===== src/rtl/mux7_rr_sel_scheduler_pkg.sv =====
// Shared definitions for the 7:1 channel-mux select scheduler.
package mux7_pkg;

    localparam int N_CH  = 7;
    localparam int SEL_W = 3;

    // Channel G; the round-robin pointer sits here after reset so the first
    // search begins at channel A.
    localparam logic [SEL_W-1:0] LAST_CH = 3'd6;

    typedef enum logic {
        IDLE  = 1'b0,
        GRANT = 1'b1
    } state_t;

    // Next channel index with wrap 6 -> 0; never produces the unused code 7.
    function automatic logic [SEL_W-1:0] inc_mod7(input logic [SEL_W-1:0] x);
        if (x >= LAST_CH) begin
            return '0;
        end
        return x + 3'd1;
    endfunction

endpackage


===== src/rtl/mux7_rr_sel_scheduler_rr_pick7.sv =====
// Combinational round-robin search over seven request lines.
// Scans last+1, last+2, ... mod 7, so 'last' itself is examined last and a
// lone requester can win again. With mask_en set, the channel at 'last' is
// removed from the search (used when releasing the current grant).
module rr_pick7
    import mux7_pkg::*;
(
    input  logic [N_CH-1:0]  req,
    input  logic [SEL_W-1:0] last,
    input  logic             mask_en,
    output logic [SEL_W-1:0] next,
    output logic             any
);

    logic [N_CH-1:0]  req_m;
    logic [SEL_W-1:0] idx;

    // Drop the excluded channel from the request vector.
    always_comb begin
        req_m = req;
        for (int i = 0; i < N_CH; i++) begin
            if (mask_en && (last == SEL_W'(i))) begin
                req_m[i] = 1'b0;
            end
        end
    end

    // First requesting channel after 'last', wrapping through G back to A.
    always_comb begin
        next = '0;
        any  = 1'b0;
        idx  = inc_mod7(last);
        for (int k = 0; k < N_CH; k++) begin
            if (!any && req_m[idx]) begin
                next = idx;
                any  = 1'b1;
            end
            idx = inc_mod7(idx);
        end
    end

endmodule


===== src/rtl/mux7_rr_sel_scheduler.sv =====
// Round-robin grant scheduler driving the select of the 7:1 channel mux.
// Each grant is held for at least DWELL cycles and until the consumer acks;
// releases with other requesters pending hand over without a bubble.
//
//   state | meaning
//   ------+-----------------------------------------------------------
//   IDLE  | no grant; valid low; waiting for any request
//   GRANT | Sel holds a granted channel; dwell counting down to 0,
//         | release on ack once dwell is done, cancel if req[Sel] drops
module mux7_rr_sel_scheduler
    import mux7_pkg::*;
#(
    parameter int DWELL = 2,
    parameter int CNT_W = 8
) (
    input  logic             clk,
    input  logic             rst,
    input  logic [N_CH-1:0]  req,
    input  logic             ack,
    output logic [SEL_W-1:0] Sel,
    output logic             valid,
    output logic [CNT_W-1:0] grant_cnt
);

    localparam int DW_W = (DWELL > 1) ? $clog2(DWELL) : 1;
    localparam logic [DW_W-1:0] DW_RELOAD = DW_W'(DWELL - 1);

    state_t           state;
    logic [SEL_W-1:0] last;
    logic [DW_W-1:0]  dwell;

    logic [SEL_W-1:0] pick_last;
    logic             pick_mask;
    logic [SEL_W-1:0] next;
    logic             any;
    logic             dwell_done;
    logic             release_ok;
    logic             cancel;

    // While granted, search relative to the current channel and exclude it;
    // while idle, search from the last served/cancelled channel, unmasked.
    always_comb begin
        pick_last = last;
        pick_mask = 1'b0;
        if (state == GRANT) begin
            pick_last = Sel;
            pick_mask = 1'b1;
        end
    end

    rr_pick7 u_pick (
        .req     (req),
        .last    (pick_last),
        .mask_en (pick_mask),
        .next    (next),
        .any     (any)
    );

    assign dwell_done = (dwell == '0);
    // Ack beats a simultaneous cancel only once the dwell has expired.
    assign release_ok = (state == GRANT) && ack && dwell_done;
    assign cancel     = (state == GRANT) && !release_ok && !req[Sel];

    // Grant FSM with registered Sel/valid, dwell timer, pointer and counter.
    always_ff @(posedge clk) begin
        if (rst) begin
            state     <= IDLE;
            Sel       <= '0;
            valid     <= 1'b0;
            grant_cnt <= '0;
            last      <= LAST_CH;
            dwell     <= '0;
        end else begin
            case (state)
                IDLE: begin
                    valid <= 1'b0;
                    if (any) begin
                        Sel   <= next;
                        valid <= 1'b1;
                        dwell <= DW_RELOAD;
                        state <= GRANT;
                    end
                end
                GRANT: begin
                    if (release_ok) begin
                        last      <= Sel;
                        grant_cnt <= grant_cnt + CNT_W'(1);
                        if (any) begin
                            Sel   <= next;
                            valid <= 1'b1;
                            dwell <= DW_RELOAD;
                        end else begin
                            valid <= 1'b0;
                            state <= IDLE;
                        end
                    end else if (cancel) begin
                        last  <= Sel;
                        valid <= 1'b0;
                        state <= IDLE;
                    end else if (!dwell_done) begin
                        dwell <= dwell - DW_W'(1);
                    end
                end
                default: begin
                    state <= IDLE;
                    valid <= 1'b0;
                end
            endcase
        end
    end

endmodule


===== config.mk =====
export PLATFORM = sky130hd
export DESIGN_NAME = mux7_rr_sel_scheduler
export DESIGN_NICKNAME = d
export VERILOG_FILES = /design/src/rtl/mux7_rr_sel_scheduler_pkg.sv /design/src/rtl/mux7_rr_sel_scheduler_rr_pick7.sv /design/src/rtl/mux7_rr_sel_scheduler.sv
export SDC_FILE = /design/constraint.sdc
export NUM_CORES = 1
export LEC_CHECK = 0
export CAP_MARGIN = 0
export CORE_ASPECT_RATIO = 0.7
export CORE_MARGIN = 2
export CORE_UTILIZATION = 30
export DETAILED_ROUTE_END_ITERATION = 8
export SETUP_SLACK_MARGIN = 0.4
export SLEW_MARGIN = 0
export SYNTH_ARGS = -nofsm -noshare
export SYNTH_HDL_FRONTEND = slang
export SYNTH_HIERARCHICAL = 1
export SYNTH_SLANG_ARGS = --single-unit

===== constraint.sdc =====
create_clock -name clk -period 3.8 [get_ports clk]
set_input_delay 0.95 -clock clk [delete_from_list [all_inputs] [get_ports clk]]
set_output_delay 0.95 -clock clk [all_outputs]
set_load 0.005 [all_outputs]

# [Word level (Yosys, flattened, before mapping)]
# Cells that the tools add are included.
[classes] addsub=9 n_lt_le_gt_ge=15 n_eq_ne=9 n_mux=77 n_bitwise=2 n_reduce_logical=29
[op_table] op="$mux W3" n=26
[op_table] op="$mux W1" n=39
[op_table] op="$lt A3 B4 Y1 const B" n=8
[op_table] op="$bmux W1 S3" n=8
[op_table] op="$add A3 B1 Y3 const B" n=7
[op_table] op="$ge A3 B3 Y1 const B" n=7
[op_table] op="$logic_and A1 B1 Y1" n=17
[op_table] op="$eq A3 B3 Y1 const B" n=3
[op_table] op="$add A8 B1 Y8 const B" n=1
[op_table] op="$logic_not A1 Y1" n=8
[op_table] op="$eq A3 B2 Y1 const B" n=2
[op_table] op="$pmux W1 S2" n=3
[op_table] op="$pmux W3 S2" n=1
[op_table] op="$reduce_and A2 Y1" n=2
[op_table] op="$eq A3 B1 Y1 const B" n=1
[op_table] op="$logic_not A3 Y1" n=1
[op_table] op="$ne A3 B1 Y1 const B" n=1
[op_table] op="$ne A3 B3 Y1 const B" n=1
[op_table] op="$ne A2 B1 Y1 const B" n=1
[op_table] op="$not A1 Y1" n=2
[op_table] op="$reduce_bool A2 Y1" n=1
[op_table] op="$sub A1 B1 Y1 const B" n=1
[totals] reg_bits=17 in_bits=10 output_inout_bits=12

# [Logic depth before layout (Yosys ltp)]
[logic_depth] word_depth=29 depth_mapped=20 mapped_depth_nobuf=15

# [Cells and area by module]
# Netlist, hierarchy kept.
[modules_own_cells] module="rr_pick7" instances=1 cells_per_inst=225 area_each_um2=1610.3 seq_area_each_um2=0.0
[modules_own_cells] module="mux7_rr_sel_scheduler" instances=1 cells_per_inst=95 area_each_um2=845.8 seq_area_each_um2=340.3

# [Worst setup path after synthesis]
# OpenSTA, ideal clock, no wires.
[synth_path] path_type="reg-to-reg" start="reg state" end="reg Sel[0]" arrival_time_ns=3.825 slack_ns=-0.152 stages_incl_launch_ff=15 n_path_buf=1 synth_period_minus_slack_ns=3.952 cell_sequence="dfxtp_1 -> buf_2 -> mux2_1 -> ha_1 -> ha_1 -> or3_1 -> a211oi_1 -> or2_2 -> or3b_1 -> a2bb2o_2 -> o31a_1 -> nand3_1 -> a21boi_2 -> mux2i_1 -> nor2_1"
[synth_between] elab_chain_len=29
[synth_lines] item="start: declaration" line="mux7_rr_sel_scheduler.sv:28" rtl="state_t state;"
[synth_lines] item="start signal: assignment" line="mux7_rr_sel_scheduler.sv:67" rtl="state <= IDLE;"
[synth_lines] item="start signal: assignment" line="mux7_rr_sel_scheduler.sv:81" rtl="state <= GRANT;"
[synth_lines] item="start signal: assignment" line="mux7_rr_sel_scheduler.sv:94" rtl="state <= IDLE;"
[synth_lines] item="$mux W3 *" line="mux7_rr_sel_scheduler.sv:45" rtl="if (state == GRANT) begin"
[synth_lines] item="net pick_last[1]" line="mux7_rr_sel_scheduler.sv:32" rtl="logic [SEL_W-1:0] pick_last;"
[synth_lines] item="$ge A3 B3 Y1" line="mux7_rr_sel_scheduler_pkg.sv:18" rtl="if (x >= LAST_CH) begin"
[synth_lines] item="$mux W1" line="mux7_rr_sel_scheduler_pkg.sv:18"
[synth_lines] item="$mux W3" line="mux7_rr_sel_scheduler_pkg.sv:21" rtl="return x + 3'd1;"
[synth_lines] item="$ge A3 B3 Y1" line="mux7_rr_sel_scheduler_pkg.sv:18"
[synth_lines] item="$mux W1" line="mux7_rr_sel_scheduler_pkg.sv:18"
[synth_lines] item="$mux W3" line="mux7_rr_sel_scheduler_pkg.sv:21"
[synth_lines] item="(+15 left out)"
[synth_lines] item="$bmux W1 S3 / $mux W1 (equally long branches)" line="mux7_rr_sel_scheduler_rr_pick7.sv:34" rtl="if (!any && req_m[idx]) begin"
[synth_lines] item="$mux W1 (implied by the code) / $logic_not A1 Y1 (equally long branches)" line="mux7_rr_sel_scheduler_rr_pick7.sv:34"
[synth_lines] item="$logic_and A1 B1 Y1" line="mux7_rr_sel_scheduler_rr_pick7.sv:34"
[synth_lines] item="$mux W1 *" line="mux7_rr_sel_scheduler_rr_pick7.sv:34"
[synth_lines] item="net any" line="mux7_rr_sel_scheduler.sv:35" rtl="logic any;"
[synth_lines] item="$mux W3 *" line="mux7_rr_sel_scheduler.sv:77, mux7_rr_sel_scheduler.sv:88"
[synth_lines] item="$mux W3" line="mux7_rr_sel_scheduler.sv:85" rtl="if (release_ok) begin"
[synth_lines] item="$pmux W3 S2 *" line="mux7_rr_sel_scheduler.sv:74" rtl="case (state)"
[synth_lines] item="end signal: assignment" line="mux7_rr_sel_scheduler.sv:78" rtl="Sel <= next;"
[synth_lines] item="end signal: assignment" line="mux7_rr_sel_scheduler.sv:89" rtl="Sel <= next;"
[synth_lines] item="end: declaration" line="mux7_rr_sel_scheduler.sv:20" rtl="output logic [SEL_W-1:0] Sel,"
# The timed path passes the listed nets; every way through them passes the cells marked *. The select of a mux whose other input is x is not followed.
# A chain may end at the register's enable or synchronous reset.

# [Worst setup path in the final report]
[layout_path] start="reg state" end="reg Sel[2]"
[layout_between] elab_chain_len=29
[layout_lines] item="$mux W3 *" line="mux7_rr_sel_scheduler.sv:45"
[layout_lines] item="net pick_last[1]" line="mux7_rr_sel_scheduler.sv:32"
[layout_lines] item="$ge A3 B3 Y1" line="mux7_rr_sel_scheduler_pkg.sv:18"
[layout_lines] item="$mux W1" line="mux7_rr_sel_scheduler_pkg.sv:18"
[layout_lines] item="$mux W3" line="mux7_rr_sel_scheduler_pkg.sv:21"
[layout_lines] item="$ge A3 B3 Y1" line="mux7_rr_sel_scheduler_pkg.sv:18"
[layout_lines] item="$mux W1" line="mux7_rr_sel_scheduler_pkg.sv:18"
[layout_lines] item="$mux W3" line="mux7_rr_sel_scheduler_pkg.sv:21"
[layout_lines] item="(+15 left out)"
[layout_lines] item="$bmux W1 S3 / $mux W1 (equally long branches)" line="mux7_rr_sel_scheduler_rr_pick7.sv:34"
[layout_lines] item="$mux W1 (implied by the code) / $logic_not A1 Y1 (equally long branches)" line="mux7_rr_sel_scheduler_rr_pick7.sv:34"
[layout_lines] item="$logic_and A1 B1 Y1" line="mux7_rr_sel_scheduler_rr_pick7.sv:34"
[layout_lines] item="$mux W3 *" line="mux7_rr_sel_scheduler_rr_pick7.sv:34"
[layout_lines] item="net next[2]" line="mux7_rr_sel_scheduler.sv:34" rtl="logic [SEL_W-1:0] next;"
[layout_lines] item="$mux W3 *" line="mux7_rr_sel_scheduler.sv:77, mux7_rr_sel_scheduler.sv:88"
[layout_lines] item="$mux W3" line="mux7_rr_sel_scheduler.sv:85"
[layout_lines] item="$pmux W3 S2 *" line="mux7_rr_sel_scheduler.sv:74"
# Marks and branches as above.

==> results.tsv <==
stage	metric	value	unit
run_status	status	completed	
logic_synthesis	number of synthesized flops with an enable pin	0	
critical_path	critical path endpoint category	flip-flop	
floorplan	die area	0.00894	mm^2
clock_tree	CTS Buffer Depth	2	
clock_tree	clock sinks	17	
grt	vias in the first global route	2570	
logic_synthesis	Synth top area share	0.139	
routing	residual DRC count	0	
routing	vias	2845	
sta	final worst path period need	3.67	ns
critical_path	Worst R2R End	Sel[2]	
sta	Final Cycle Share	0.965	
logic_synthesis	synthesis-stage register bit count	17	
clock_tree	CTS root buf	clkbuf_16	
min_path	hold path endpoint	last[0]	
grt	first-pass GRT wire length	13300	um
routing	WL/cell	17.8	um
logic_synthesis	Mapped Cells	320	
sta	Fin. Hold Viols	0	
finish	post-layout net count	406	
place	Post-Place Cell Area	0.00293	mm^2
min_path	worst hold start	last[0]	
floorplan	width of the die	112	um
critical_path	Worst Setup SP	state	
logic_synthesis	FFs w/ async S/R, synth	0	
place	buffers added on ports	21	
clock_tree	# H-tree levels	1	
place	gpl congestion	0.988	
min_path	WHS Path Cells	2	
sta	fmax	0.273	GHz
logic_synthesis	post-synth top area cell	dfxtp_1	
logic_synthesis	synthesized net count	337	
sta	hold_ws	0.494	ns
job	Max-Cap Viols	0	
sta	RSZ-0062 raised after global routing	yes	
logic_synthesis	sequential share of the synthesized area	0.139	
grt	largest net degree at the start of global routing	30	
finish	share of layout cells above drive strength 1	0.369	
routing	mean number of vias per cell	5.82	
floorplan	Starting Density	0.311	
floorplan	die height	79.7	um
critical_path	Setup CP Type	flip-flop to flip-flop	
clock_tree	CTS tree	yes	
logic_synthesis	post-synthesis average cell area	7.68	um^2
finish	area grow syn2layout	47.9	%
critical_path	Startpoint Class	flip-flop	
critical_path	Crit path arrival time	3.84	ns
finish	Antenna Cells	0	
routing	first drt pass iteration count	7	
floorplan	core area	0.00791	mm^2
logic_synthesis	Yosys cell types	88	
critical_path	Register-to-Register Path Depth	16	
place	DP Wirelength	5800	um
floorplan	I/O pin cnt	22	
clock_tree	cts bufs inserted	3	
clock_tree	Clock Latency Late Sink	0.25	ns
logic_synthesis	Mapped Area	0.00246	mm^2
logic_synthesis	Ys Warns	6	
logic_synthesis	synth top area cells	dfxtp_1 14%, mux2i_1 6.1%, nand2_1 4.3%, nor2_1 3.7%, ha_1 3.6%	
finish	final instance area	0.00363	mm^2
critical_path	register-to-register setup slack	0.13	ns
critical_path	critical path peak fanout	7	
sta	Max Slew Vio Count	0	
grt	Overflow after GRT	0	
sta	max_slew headroom	0.569	
logic_synthesis	Top FF cell, synth	dfxtp_1	
critical_path	CP required	3.98	ns
routing	DRT iter0 DRCs	235	
grt	gr usage total	0.183	
floorplan	Core Rows	27	
clock_tree	Clk pin slew, worst setup/hold paths	0.05	ns
sta	final setup fails	0	
routing	Routed Antenna Nets	0	
grt	initial antenna violation count	0	
sta	Clock Skews	0.00437	ns
critical_path	reg2reg start	state	
min_path	Hold Crit Class	flip-flop to flip-flop	
sta	Slew @ Worst Pin	0.645	ns
routing	final wirelength	8700	um
synthesized netlist by cell type, types with 4 or more instances:
master    count
a211oi_1      4
nand3b_1      5
nor2_1       24
buf_6         4
o31a_1        4
and2_1        4
or2_2         4
o211ai_1      4
nand4_1       6
dfxtp_1      17
a21oi_1      16
nand3_1      16
buf_2         7
nand2_1      28
mux2i_1      15
o21a_1        4
or3_1         7
ha_1          7
and2b_1       4
o21ai_0      14
nor3_1       11
and3b_1       4
nor2b_1       5
inv_1        11
cell type report:
type                    count  area [um^2]
clock inverters             1         5.00
fillers                   767         4270
multi-input cells         272         2300
well taps                 101          126
flip-flops and latches     17          344
inverters                  13         53.8
repair buffers             82          727
clock buffers               3         75.1
layer usage:
| metal | up-vias | track usage | share of wire |
|---|---|---|---|
| met4 | 0 | 0.0488 | 0.023 |
| met2 | 135 | 0.294 | 0.45 |
| met5 | - | 0 | 0 |
| met3 | 26 | 0.0258 | 0.080 |
| li1 | 1356 | - | - |
| met1 | 1328 | 0.257 | 0.45 |
state kept, by name, summed over array words and instances (netlist names):
register and count:
grant_cnt 8, Sel 3, last 3, dwell 1, state 1, valid 1
kinds of logic after synthesis:
family                     synth area share
xor gates and xnor gates             0.0280
DFF                                   0.139
AOI/OAI and AO/OA                     0.303
muxes                                0.0912
adders and majority gates            0.0357
and+or+nand+nor                       0.330
buffers and inverters                0.0739
layout by cell type, fill, tap and decap left out, types with 4 or more instances in the layout:
master	synthesis	final
nand3_1	16	15
ha_4	0	4
inv_1	11	10
o31a_1	4	4
or3_1	7	6
o21ai_0	14	8
clkdlybuf4s50_1	0	21
o211ai_1	4	4
a21oi_2	1	5
o21a_1	4	4
buf_4	3	50
nand3b_1	5	5
nor2_1	24	24
nor3_1	11	8
nand2_1	28	26
and2_1	4	4
o21ai_1	3	5
buf_6	4	9
dfxtp_1	17	16
a21oi_1	16	11
mux2i_1	15	15
nand4_1	6	6
worst max path at each step:
stage	to	slack (ns)	depth (start not counted)
6_report	Sel[2]	0.13	16
5_1_grt	Sel[1]	0.09	17
4_1_cts	Sel[2]	0.25	15
3_5_place_dp	Sel[2]	-0.23	14
3_3_place_gp	Sel[2]	-0.05	14
2_1_floorplan	Sel[0]	0.29	14
critical path: stages (launching register included):
cell,delay [ns]
dfxtp_4,0.37
mux2_4,0.35
buf_6,0.14
inv_4,0.05
ha_4,0.23
buf_6,0.14
and3b_2,0.23
o31a_1,0.33
o211ai_1,0.29
a21oi_2,0.12
a211oi_4,0.25
nand4b_1,0.21
o221a_1,0.33
mux2i_1,0.19
a2bb2oi_2,0.17
mux2i_1,0.09
nor2_1,0.08
timing repair:
item,4_1_cts,5_1_grt
gates cloned,1,0
resized for setup,34,35
endpoints found under the setup margin,6,6
buffers inserted,28,11
hold buffers,0,0
pin swaps,21,22
stage by stage:
step	util	setup TNS, ns	setup slack [ns]	std cells
6_report	0.459	0	0.134	489
5_1_grt	0.459	0	0.0873	489
4_1_cts	0.430	0	0.248	478
3_5_place_dp	0.371	-0.426	-0.231	445
3_3_place_gp	0.371	-0.0463	-0.0463	445
2_1_floorplan	-	0	0.292	320
Power is not shown: default switching activity piles up to over one toggle a cycle in this logic, so the estimate is an artifact.
